<file path="src/rtl/host_itf_pkg.sv">
// Shared types and constants for the host-side bus scheduler: FSM states,
// per-requester ISA tables and chip command field offsets.
package host_itf_pkg;

  typedef enum logic [2:0] {
    ST_IDLE,
    ST_ISA,
    ST_CMD,
    ST_RD,
    ST_WR
  } hostState_e;

  localparam int unsigned ISA_TBL_NUM = 6;
  localparam int unsigned ISA_BASE [ISA_TBL_NUM] = '{0, 16, 18, 20, 29, 31};
  localparam int unsigned ISA_NUM  [ISA_TBL_NUM] = '{16, 2, 2, 9, 2, 1};

  // Command word: bit0 dir, then base address, then length in words.
  localparam int unsigned CMD_DIR_BIT  = 0;
  localparam int unsigned CMD_BASE_LSB = 1;

  function automatic int unsigned isaBase(input int unsigned idx);
    return (idx < ISA_TBL_NUM) ? ISA_BASE[idx] : 0;
  endfunction

  function automatic int unsigned isaNum(input int unsigned idx);
    return (idx < ISA_TBL_NUM) ? ISA_NUM[idx] : 0;
  endfunction

endpackage

</file>
<file path="src/rtl/host_itf_prefetch_fifo.sv">
// Two-entry prefetch FIFO holding memory read data ahead of the chip handshake.
module host_itf_prefetch_fifo
  import host_itf_pkg::*;
#(
  parameter int WIDTH = 128
) (
  input  logic             I_OffClk,
  input  logic             rst_n,
  input  logic             push,
  input  logic [WIDTH-1:0] pushDat,
  input  logic             pop,
  output logic [WIDTH-1:0] popDat,
  output logic             full,
  output logic             empty,
  output logic [1:0]       count
);

  logic [WIDTH-1:0] mem [2];
  logic             wrPtr;
  logic             rdPtr;
  logic             doPush;
  logic             doPop;

  assign full   = (count == 2'd2);
  assign empty  = (count == 2'd0);
  assign doPop  = pop && !empty;
  assign doPush = push && (!full || doPop);
  assign popDat = mem[rdPtr];

  always_ff @(posedge I_OffClk or posedge rst_n) begin
    if (rst_n) begin
      mem[0] <= '0;
      mem[1] <= '0;
      wrPtr  <= 1'b0;
      rdPtr  <= 1'b0;
      count  <= '0;
    end else begin
      if (doPush) begin
        mem[wrPtr] <= pushDat;
        wrPtr      <= ~wrPtr;
      end
      if (doPop) rdPtr <= ~rdPtr;
      case ({doPush, doPop})
        2'b10:   count <= count + 2'd1;
        2'b01:   count <= count - 2'd1;
        default: count <= count;
      endcase
    end
  end

endmodule

</file>
<file path="src/rtl/host_itf_sched.sv">
// Host-side owner of the shared chip bus: round-robin ISA fetch plus chip
// read/write commands. Optional perf counters under HOST_ITF_PERF_EN.
module host_itf_sched
  import host_itf_pkg::*;
#(
  parameter int PORT_WIDTH      = 128,
  parameter int DRAM_ADDR_WIDTH = 32,
  parameter int ADDR_WIDTH      = 16,
  parameter int OPNUM           = 6
) (
  input  logic                       I_OffClk,
  input  logic                       rst_n,
  input  logic [OPNUM-1:0]           I_CfgRdy,
  input  logic                       I_CmdVld,
  input  logic [PORT_WIDTH-1:0]      I_ChipDat,
  input  logic                       I_ChipVld,
  input  logic                       I_ChipRdy,
  output logic [PORT_WIDTH-1:0]      O_HostDat,
  output logic                       O_HostVld,
  output logic                       O_HostLast,
  output logic                       O_HostRdy,
  output logic                       O_ISAVld,
  output logic [$clog2(OPNUM)-1:0]   O_GntIdx,
  output logic                       O_MemRdEn,
  output logic [DRAM_ADDR_WIDTH-1:0] O_MemRdAddr,
  input  logic [PORT_WIDTH-1:0]      I_MemRdDat,
  output logic                       O_MemWrEn,
  output logic [DRAM_ADDR_WIDTH-1:0] O_MemWrAddr,
  output logic [PORT_WIDTH-1:0]      O_MemWrDat,
  output logic                       O_Busy
`ifdef HOST_ITF_PERF_EN
  ,
  output logic [31:0]                O_PerfIsaBeats,
  output logic [31:0]                O_PerfRdBeats,
  output logic [31:0]                O_PerfWrBeats,
  output logic [31:0]                O_PerfStall
`endif
);

  localparam int GW      = $clog2(OPNUM);
  localparam int LEN_LSB = CMD_BASE_LSB + DRAM_ADDR_WIDTH;

  hostState_e state, stateNxt;

  logic [GW-1:0]              rrPtr;
  logic [GW-1:0]              gnt;
  logic [GW-1:0]              reqIdx;
  logic                       reqHit;
  int unsigned                rrIdx;
  logic [DRAM_ADDR_WIDTH-1:0] baseAddr;
  logic [ADDR_WIDTH-1:0]      xferLen;
  logic [ADDR_WIDTH-1:0]      issueCnt;
  logic [ADDR_WIDTH-1:0]      beatCnt;
  logic                       rdInflight;

  logic                       rdPath;
  logic                       hostVld;
  logic                       accept;
  logic                       lastBeat;
  logic                       issue;
  logic                       spaceOk;
  logic                       wrBeat;
  logic                       cmdAccept;
  logic                       isaStart;
  logic [2:0]                 occ;

  logic                       cmdDir;
  logic [DRAM_ADDR_WIDTH-1:0] cmdBase;
  logic [ADDR_WIDTH-1:0]      cmdLen;

  logic [PORT_WIDTH-1:0]      fifoHead;
  logic                       fifoFull;
  logic                       fifoEmpty;
  logic [1:0]                 fifoCount;

  assign cmdDir  = I_ChipDat[CMD_DIR_BIT];
  assign cmdBase = I_ChipDat[CMD_BASE_LSB +: DRAM_ADDR_WIDTH];
  assign cmdLen  = I_ChipDat[LEN_LSB +: ADDR_WIDTH];

  assign rdPath    = (state == ST_ISA) || (state == ST_RD);
  assign hostVld   = rdPath && !fifoEmpty;
  assign accept    = hostVld && I_ChipRdy;
  assign lastBeat  = (beatCnt == xferLen - 1'b1);
  assign wrBeat    = (state == ST_WR) && I_ChipVld;
  assign cmdAccept = (state == ST_CMD) && I_ChipVld;
  assign isaStart  = (state == ST_IDLE) && !I_CmdVld && reqHit;

  // Reads in flight count against FIFO space; a pop this cycle frees a slot.
  assign occ     = 3'(fifoCount) + 3'(rdInflight);
  assign spaceOk = accept || (!fifoFull && (occ < 3'd2));
  assign issue   = rdPath && (issueCnt != xferLen) && spaceOk;

  always_comb begin
    reqHit = 1'b0;
    reqIdx = '0;
    rrIdx  = 0;
    for (int unsigned i = 0; i < OPNUM; i++) begin
      rrIdx = (32'(rrPtr) + i) % 32'(OPNUM);
      if (!reqHit && I_CfgRdy[rrIdx]) begin
        reqHit = 1'b1;
        reqIdx = GW'(rrIdx);
      end
    end
  end

  always_comb begin
    stateNxt = state;
    case (state)
      ST_IDLE: begin
        if (I_CmdVld)    stateNxt = ST_CMD;
        else if (reqHit) stateNxt = ST_ISA;
      end
      ST_ISA, ST_RD: begin
        if (accept && lastBeat) stateNxt = ST_IDLE;
      end
      ST_CMD: begin
        if (I_ChipVld) begin
          if (cmdLen == '0) stateNxt = ST_IDLE;
          else if (cmdDir)  stateNxt = ST_WR;
          else              stateNxt = ST_RD;
        end
      end
      ST_WR: begin
        if (wrBeat && lastBeat) stateNxt = ST_IDLE;
      end
      default: stateNxt = ST_IDLE;
    endcase
  end

  always_ff @(posedge I_OffClk or posedge rst_n) begin
    if (rst_n) begin
      state      <= ST_IDLE;
      rrPtr      <= '0;
      gnt        <= '1;
      baseAddr   <= '0;
      xferLen    <= '0;
      issueCnt   <= '0;
      beatCnt    <= '0;
      rdInflight <= 1'b0;
    end else begin
      state      <= stateNxt;
      rdInflight <= issue;
      if (isaStart) begin
        gnt      <= reqIdx;
        rrPtr    <= (reqIdx == GW'(OPNUM - 1)) ? '0 : reqIdx + 1'b1;
        baseAddr <= DRAM_ADDR_WIDTH'(isaBase(32'(reqIdx)));
        xferLen  <= ADDR_WIDTH'(isaNum(32'(reqIdx)));
        issueCnt <= '0;
        beatCnt  <= '0;
      end else if (cmdAccept) begin
        baseAddr <= cmdBase;
        xferLen  <= cmdLen;
        issueCnt <= '0;
        beatCnt  <= '0;
      end else begin
        if (issue)            issueCnt <= issueCnt + 1'b1;
        if (accept || wrBeat) beatCnt  <= beatCnt + 1'b1;
      end
    end
  end

  host_itf_prefetch_fifo #(
    .WIDTH (PORT_WIDTH)
  ) u_fifo (
    .I_OffClk (I_OffClk),
    .rst_n    (rst_n),
    .push     (rdInflight),
    .pushDat  (I_MemRdDat),
    .pop      (accept),
    .popDat   (fifoHead),
    .full     (fifoFull),
    .empty    (fifoEmpty),
    .count    (fifoCount)
  );

  assign O_HostDat   = hostVld ? fifoHead : '0;
  assign O_HostVld   = hostVld;
  assign O_HostLast  = hostVld && lastBeat;
  assign O_HostRdy   = (state == ST_CMD) || (state == ST_WR);
  assign O_ISAVld    = (state == ST_ISA);
  assign O_GntIdx    = (state == ST_ISA) ? gnt : '1;
  assign O_MemRdEn   = issue;
  assign O_MemRdAddr = issue ? (baseAddr + DRAM_ADDR_WIDTH'(issueCnt)) : '0;
  assign O_MemWrEn   = wrBeat;
  assign O_MemWrAddr = wrBeat ? (baseAddr + DRAM_ADDR_WIDTH'(beatCnt)) : '0;
  assign O_MemWrDat  = wrBeat ? I_ChipDat : '0;
  assign O_Busy      = (state != ST_IDLE);

`ifdef HOST_ITF_PERF_EN
  always_ff @(posedge I_OffClk or posedge rst_n) begin
    if (rst_n) begin
      O_PerfIsaBeats <= '0;
      O_PerfRdBeats  <= '0;
      O_PerfWrBeats  <= '0;
      O_PerfStall    <= '0;
    end else begin
      if (accept && (state == ST_ISA) && (O_PerfIsaBeats != '1))
        O_PerfIsaBeats <= O_PerfIsaBeats + 32'd1;
      if (accept && (state == ST_RD) && (O_PerfRdBeats != '1))
        O_PerfRdBeats <= O_PerfRdBeats + 32'd1;
      if (wrBeat && (O_PerfWrBeats != '1))
        O_PerfWrBeats <= O_PerfWrBeats + 32'd1;
      if (hostVld && !I_ChipRdy && (O_PerfStall != '1))
        O_PerfStall <= O_PerfStall + 32'd1;
    end
  end
`endif

endmodule

</file>
<file path="config.mk">
export PLATFORM = sky130hd
export DESIGN_NAME = host_itf_sched
export DESIGN_NICKNAME = d
export VERILOG_FILES = /design/src/rtl/host_itf_pkg.sv /design/src/rtl/host_itf_prefetch_fifo.sv /design/src/rtl/host_itf_sched.sv
export SDC_FILE = /design/constraint.sdc
export NUM_CORES = 1
export LEC_CHECK = 0
export ABC_AREA = 1
export BUFFER_PORTS_ARGS = -buffer_cell sky130_fd_sc_hd__buf_2
export CORE_AREA = 10 10 226 228
export CTS_CLUSTER_SIZE = 25
export DETAILED_ROUTE_END_ITERATION = 8
export DIE_AREA = 0 0 236 238
export GPL_TIMING_DRIVEN = 1
export PLACE_DENSITY = 0.81
export SYNTH_ARGS = -nofsm -noshare
export SYNTH_HDL_FRONTEND = slang
export SYNTH_SLANG_ARGS = --single-unit
</file>
<file path="constraint.sdc">
create_clock -name I_OffClk -period 16.18 [get_ports I_OffClk]
set_input_delay 2.427 -clock I_OffClk [delete_from_list [all_inputs] [get_ports I_OffClk]]
set_output_delay 2.427 -clock I_OffClk [all_outputs]
set_load 0.01 [all_outputs]
</file>
==> impl_metrics.json, run 1 <==
{
  "start_util": 0.442,
  "r2r-end": "baseAddr[2]",
  "ctsResizeCount": 0,
  "ys_seq_elements": 350,
  "syn-num-nets": 3185,
  "avgSynthCellArea_sq_um": 7.16,
  "cts_tree": "yes",
  "num_io_pins": 597,
  "ys_seq_area_frac": 0.428,
  "synth_edf_count": 0,
  "cts_buffer_depth": 3,
  "holdWs_ps": 483,
  "cp.arrival_ps": 4570,
  "die_y_microns": 238,
  "p_int_mw": 2.63,
  "fin_setup_tns_ps": 0,
  "power_density_nw_per_um2": 196,
  "die_w_microns": 236,
  "cp_max_fo": 29,
  "yosysWarningCount": 0,
  "place_area_sq_um": 23800,
  "drive_gt1_frac": 0.213,
  "worstRegToRegCells": 21,
  "rsz0062_at_grt": "no",
  "row_count": 79,
  "finalPower_mw": 4.94,
  "grt-ovfl-total": 0,
  "clock_latency_ps": 560,
  "cts_root_buf": "clkbuf_16",
  "finalHoldViolCount": 0,
  "cts.sinks": 350,
  "drt_iter0_markers": 2034,
  "cp.required_ps": 13750,
  "drv_slew": 0,
  "synth.area.top_cells": "dfrtp_1, nand2_1, o21ai_0, inv_1, a21oi_1",
  "grt_max_degree": 161,
  "antenna_found_initial": 13,
  "wire_per_inst_microns": 17.8,
  "finalCritPeriodShare": 0.433,
  "htreeDepth": 2,
  "cellLeakagePower_nw": 14.0,
  "routabilityCongestion": 0.961,
  "power_frac_seq": 0.314,
  "clk_pin_slew_ps": 50,
  "crit_end": "O_MemRdAddr[2]",
  "setup.worst_path.start_class": "primary input",
  "max_freq_ghz": 0.143,
  "r2r_slack_ps": 11410,
  "synth_ff_type": "dfrtp_1",
  "cts_hold_buf": 0,
  "antenna_left": 0,
  "final_area_sq_um": 25100,
  "reg2reg_from": "rrPtr[0]",
  "portBuffers": 596,
  "switching_share": 0.467,
  "min_delay_path_depth": 2,
  "path_class": "in2out",
  "min_path_type": "reg2reg",
  "grt_pass1_vias": 19900,
  "vias": 20800,
  "grt.total_usage": 0.239,
  "yosysMostFrequentCell": "nand2_1",
  "cts-buffers-inserted": 39,
  "max-slew-margin-rel": 0.230,
  "wirelength_mm": 71.3,
  "synth_cells": 2861,
  "first_pass_iters": 7,
  "synthToLayoutAreaGrowth_pct": 22.7,
  "async_flop_share": 1.00,
  "critPathCaptureType": "primary output",
  "yosysTopAreaCell": "dfrtp_1",
  "setup_viol": 0,
  "core_sq_um": 46400,
  "grt_pass1_wl_mm": 110,
  "cap_viol_max_count": 0,
  "status": "complete, no violations",
  "synth_top_area_frac": 0.424,
  "ys_types": 55,
  "drc": 0,
  "switchingPower_mw": 2.31,
  "post_cts.repair.setup_buffers": 0,
  "power_frac_clock": 0.186,
  "skew_ps": 18.3,
  "final_util": 0.542,
  "dp_hpwl_mm": 53.1,
  "min_period_ps": 7000,
  "synthesis.area_sq_um": 20500,
  "viasPerCell": 5.20,
  "design.die.area_sq_um": 56200,
  "pwr-share-comb": 0.499,
  "ys_top_cells_by_count": "nand2_1, inv_1, o21ai_0",
  "ir_worst_vdd_v": 0.000129,
  "nNetsFinal": 3694,
  "critPathLaunch": "I_ChipRdy",
  "tightest_slew_ps": 1150
}
[critical path: stages]
cell,delay (ps)
buf_2,80
nand2_2,120
a21oi_1,210
nand2_1,490
inv_2,670
o21ai_0,170
a21oi_1,200
buf_2,180
[logic make-up (layout without fill, tap and decap cells)]
| family | count (synthesis) | after routing | synth area share |
|---|---|---|---|
| xor+xnor | 79 | 79 | 0.0341 |
| flops | 350 | 350 | 0.428 |
| simple gates | 1166 | 1166 | 0.233 |
| buf+inv | 556 | 1090 | 0.103 |
| fa+ha+maj | 57 | 57 | 0.0355 |
| compound gates | 653 | 653 | 0.167 |
| other cells | 0 | 3 | 0 |
[per-stage QoR]
stage                     instances  setup slack [ps]
after global routing           4004              9050
after detailed placement       3936              9230
after CTS                      4002              9230
after global placement         3936              9310
final                          4005              9180
after floorplan                2861              4050
[worst min path at each step]
stage                     from         endpoint  slack, ps
2_1_floorplan  u_fifo.mem[126]  u_fifo.mem[126]        450
3_3_place_gp    u_fifo.mem[40]   u_fifo.mem[40]        470
6_report       u_fifo.mem[223]  u_fifo.mem[223]        480
5_1_grt         u_fifo.mem[69]   u_fifo.mem[69]        500
4_1_cts        u_fifo.mem[146]  u_fifo.mem[146]        490
3_5_place_dp    u_fifo.mem[81]   u_fifo.mem[81]        470
[state kept, by name, summed over array words and instances, names as in the netlist]
signal,cells
rrPtr,3
u_fifo.count,2
rdInflight,1
state,3
u_fifo.mem,256
xferLen,16
beatCnt,16
u_fifo.rdPtr,1
gnt,3
u_fifo.wrPtr,1
baseAddr,32
issueCnt,16
[power groups by stage]
| stage | clock network (mW) | logic, mW | registers [mW] |
|---|---|---|---|
| 2_1_floorplan | 0 | 1.74 | 1.46 |
| 3_3_place_gp | 0 | 2.40 | 1.54 |
| 3_5_place_dp | 0 | 2.45 | 1.55 |
| 4_1_cts | 0.935 | 2.46 | 1.54 |
| 5_1_grt | 0.971 | 2.77 | 1.60 |
| 6_report | 0.920 | 2.47 | 1.55 |
[placed cells by master (no fill, tap or decap), drive strengths merged, types with 3 or more instances in the layout]
master,count
nand2,764
buf,607
inv,417
o21ai,381
dfrtp,347
nor2,231
a21oi,223
nand3,72
xor2,56
ha,55
clkbuf,54
nand4,43
nor3,34
xnor2,23
o22ai,22
a31oi,8
clkinv,8
nor4,6
nor3b,5
nand3b,4
bufinv,4
o211ai,4
or2,4
diode,3
o21a,3
dfstp,3
a21boi,3
[area by class of cell]
class / instances / area, sq um
diodes: 3 / 7.51
clock buffers: 54 / 1120
clock inverters: 12 / 201
fillers: 4400 / 21200
inverters: 417 / 1580
multi-input cells: 1955 / 9630
flip-flops and latches: 350 / 8770
well taps: 607 / 759
repair buffers: 607 / 3080
[layer usage]
metal / GRT usage / up-vias / routed length (microns) / share of wire
li1: - / 10100 / - / -
met1: 0.289 / 9541 / 28100 / 0.39
met5: 0 / - / 103 / 0.0014
met3: 0.0722 / 181 / 6940 / 0.097
met4: 0.114 / 20 / 3200 / 0.045
met2: 0.385 / 981 / 33000 / 0.46
Power figures use the tool's default switching activity.
==> run 2: changes to the inputs <==
--- a/config.mk
+++ b/config.mk
@@ -7,12 +7,12 @@
 export LEC_CHECK = 0
 export ABC_AREA = 1
 export BUFFER_PORTS_ARGS = -buffer_cell sky130_fd_sc_hd__buf_2
-export CORE_AREA = 10 10 226 228
+export CORE_AREA = 10 10 224 226
 export CTS_CLUSTER_SIZE = 25
 export DETAILED_ROUTE_END_ITERATION = 8
-export DIE_AREA = 0 0 236 238
+export DIE_AREA = 0 0 234 236
 export GPL_TIMING_DRIVEN = 1
-export PLACE_DENSITY = 0.81
+export PLACE_DENSITY = 0.85
 export SYNTH_ARGS = -nofsm -noshare
 export SYNTH_HDL_FRONTEND = slang
 export SYNTH_SLANG_ARGS = --single-unit
==> constraint.sdc (replaced) <==
create_clock -name I_OffClk -period 6.2 [get_ports I_OffClk]
set_input_delay 0.93 -clock I_OffClk [delete_from_list [all_inputs] [get_ports I_OffClk]]
set_output_delay 0.93 -clock I_OffClk [all_outputs]
set_load 0.01 [all_outputs]
==> impl_metrics.json, run 2 (synthesis results as in run 1) <==
{
  "row_count": 79,
  "cts.sinks": 350,
  "num_io_pins": 597,
  "cts-buffers-inserted": 39,
  "dp_hpwl_mm": 52.8,
  "start_util": 0.447,
  "largest_register_ffs": 256,
  "core_sq_um": 45900,
  "critPathLaunch": "state[2]",
  "finalCritPeriodShare": 0.794,
  "final_cells": 4007,
  "cp.arrival_ps": 3990,
  "portBuffers": 596,
  "reg2reg_from": "rrPtr[1]",
  "cap_viol_max_count": 0,
  "max-slew-margin-rel": 0.260,
  "htreeDepth": 2,
  "final_area_sq_um": 25100,
  "grt-ovfl-total": 0,
  "setup.worst_path.start_class": "register",
  "wire_per_inst_microns": 17.8,
  "clock_latency_ps": 550,
  "dpl_worst_slack_ps": 1550,
  "drv_slew": 0,
  "nNetsFinal": 3693,
  "min_period_ps": 4920,
  "grt_pass1_wl_mm": 110,
  "place_area_sq_um": 23900,
  "tightest_slew_ps": 1110,
  "rsz0062_at_grt": "no",
  "die_y_microns": 236,
  "post_cts.repair.setup_buffers": 0,
  "finalPower_mw": 12.8,
  "first_pass_iters": 6,
  "holdWs_ps": 470,
  "dp.cells": 3935,
  "die_w_microns": 234,
  "crit_chain": "nor2_1, inv_1, a21oi_4, nand2_2, a21oi_1, nand2_1, inv_2, o21ai_0, a21oi_1, buf_2",
  "setup_viol": 0,
  "drive_gt1_frac": 0.213,
  "path_class": "reg2out",
  "critPathCaptureType": "primary output",
  "drt_iter0_markers": 2109,
  "cts_hold_buf": 0,
  "max_freq_ghz": 0.203,
  "routabilityCongestion": 0.974,
  "synthToLayoutAreaGrowth_pct": 22.5,
  "vias": 20900,
  "regMostFlops": "u_fifo.mem",
  "grt_pass1_vias": 19900,
  "slowest_delay_ps": 630,
  "drc": 0,
  "layout_commonest_cell": "nand2_1",
  "finalHoldViolCount": 0,
  "cp.required_ps": 5270,
  "cp_common_cell": "a21oi_1",
  "fin_ws_ps": 1280,
  "cts_tree": "yes",
  "wirelength_mm": 71.3,
  "fin_setup_tns_ps": 0,
  "min_path_type": "in2async",
  "ctsResizeCount": 0,
  "skew_ps": 20.9,
  "clk_pin_slew_ps": 50,
  "antenna_left": 0,
  "top_regs": "u_fifo.mem: 256 flops, baseAddr: 32 flops",
  "grt_max_degree": 257,
  "cp_max_fo": 29,
  "cpMaxStageDelayCell": "inv_2",
  "cts_buffer_depth": 3,
  "grt.total_usage": 0.246,
  "power_density_nw_per_um2": 510,
  "cts_root_buf": "clkbuf_16",
  "cellLeakagePower_nw": 14.0,
  "viasPerCell": 5.23,
  "status": "complete, no violations",
  "layout_common_cells": "nand2_1, buf_2, inv_1, o21ai_0, dfrtp_1",
  "antenna_found_initial": 10,
  "final_util": 0.547,
  "design.die.area_sq_um": 55200,
  "ir_worst_vdd_v": 0.000356
}
## run 2: layout make-up
cell class	count	area, sq um
fill	4266	20800
multi-input combinational	1955	9630
sequential	350	8770
timing repair buffer	606	3120
inverter	417	1580
clock buffer	56	1120
tap	607	759
clock inverter	13	115
antenna	3	7.51
## run 2: routing by layer
metal,track usage,up-vias,wire (microns),part of all wire
met5,0,-,88,0.0012
met4,0.106,14,2960,0.042
met3,0.0509,163,6050,0.085
met2,0.404,977,33800,0.47
met1,0.307,9682,28400,0.40
li1,-,10100,-,-
## run 2: power by group
| group | switching (mW) | internal [mW] | total [mW] | leakage [nW] |
|---|---|---|---|---|
| sequential | 0.753 | 3.30 | 4.05 | 4.45 |
| clock | 0.947 | 1.31 | 2.25 | 0.610 |
| combinational | 4.33 | 2.15 | 6.48 | 8.91 |
## run 2: worst paths after layout
check	end	slack (ps)	depth (start not counted)
worst max-delay path	O_MemRdAddr[2]	1280	10
worst min register to register	u_fifo.mem[182]	480	2
worst max register to register	beatCnt[10]	1480	21
worst min-delay path	u_fifo.mem[239]	470	2
max in group asynchronous	u_fifo.mem[140]	4310	4
min in group I_OffClk	u_fifo.mem[182]	480	2
## run 2: worst max-delay path: cells and delay by family (launching register included)
kind	cells	cell delay, ps
AO/OA/AOI/OAI	4	1140
buffers and inverters	3	1050
AND/OR/NAND/NOR	3	840
flip-flops	1	390
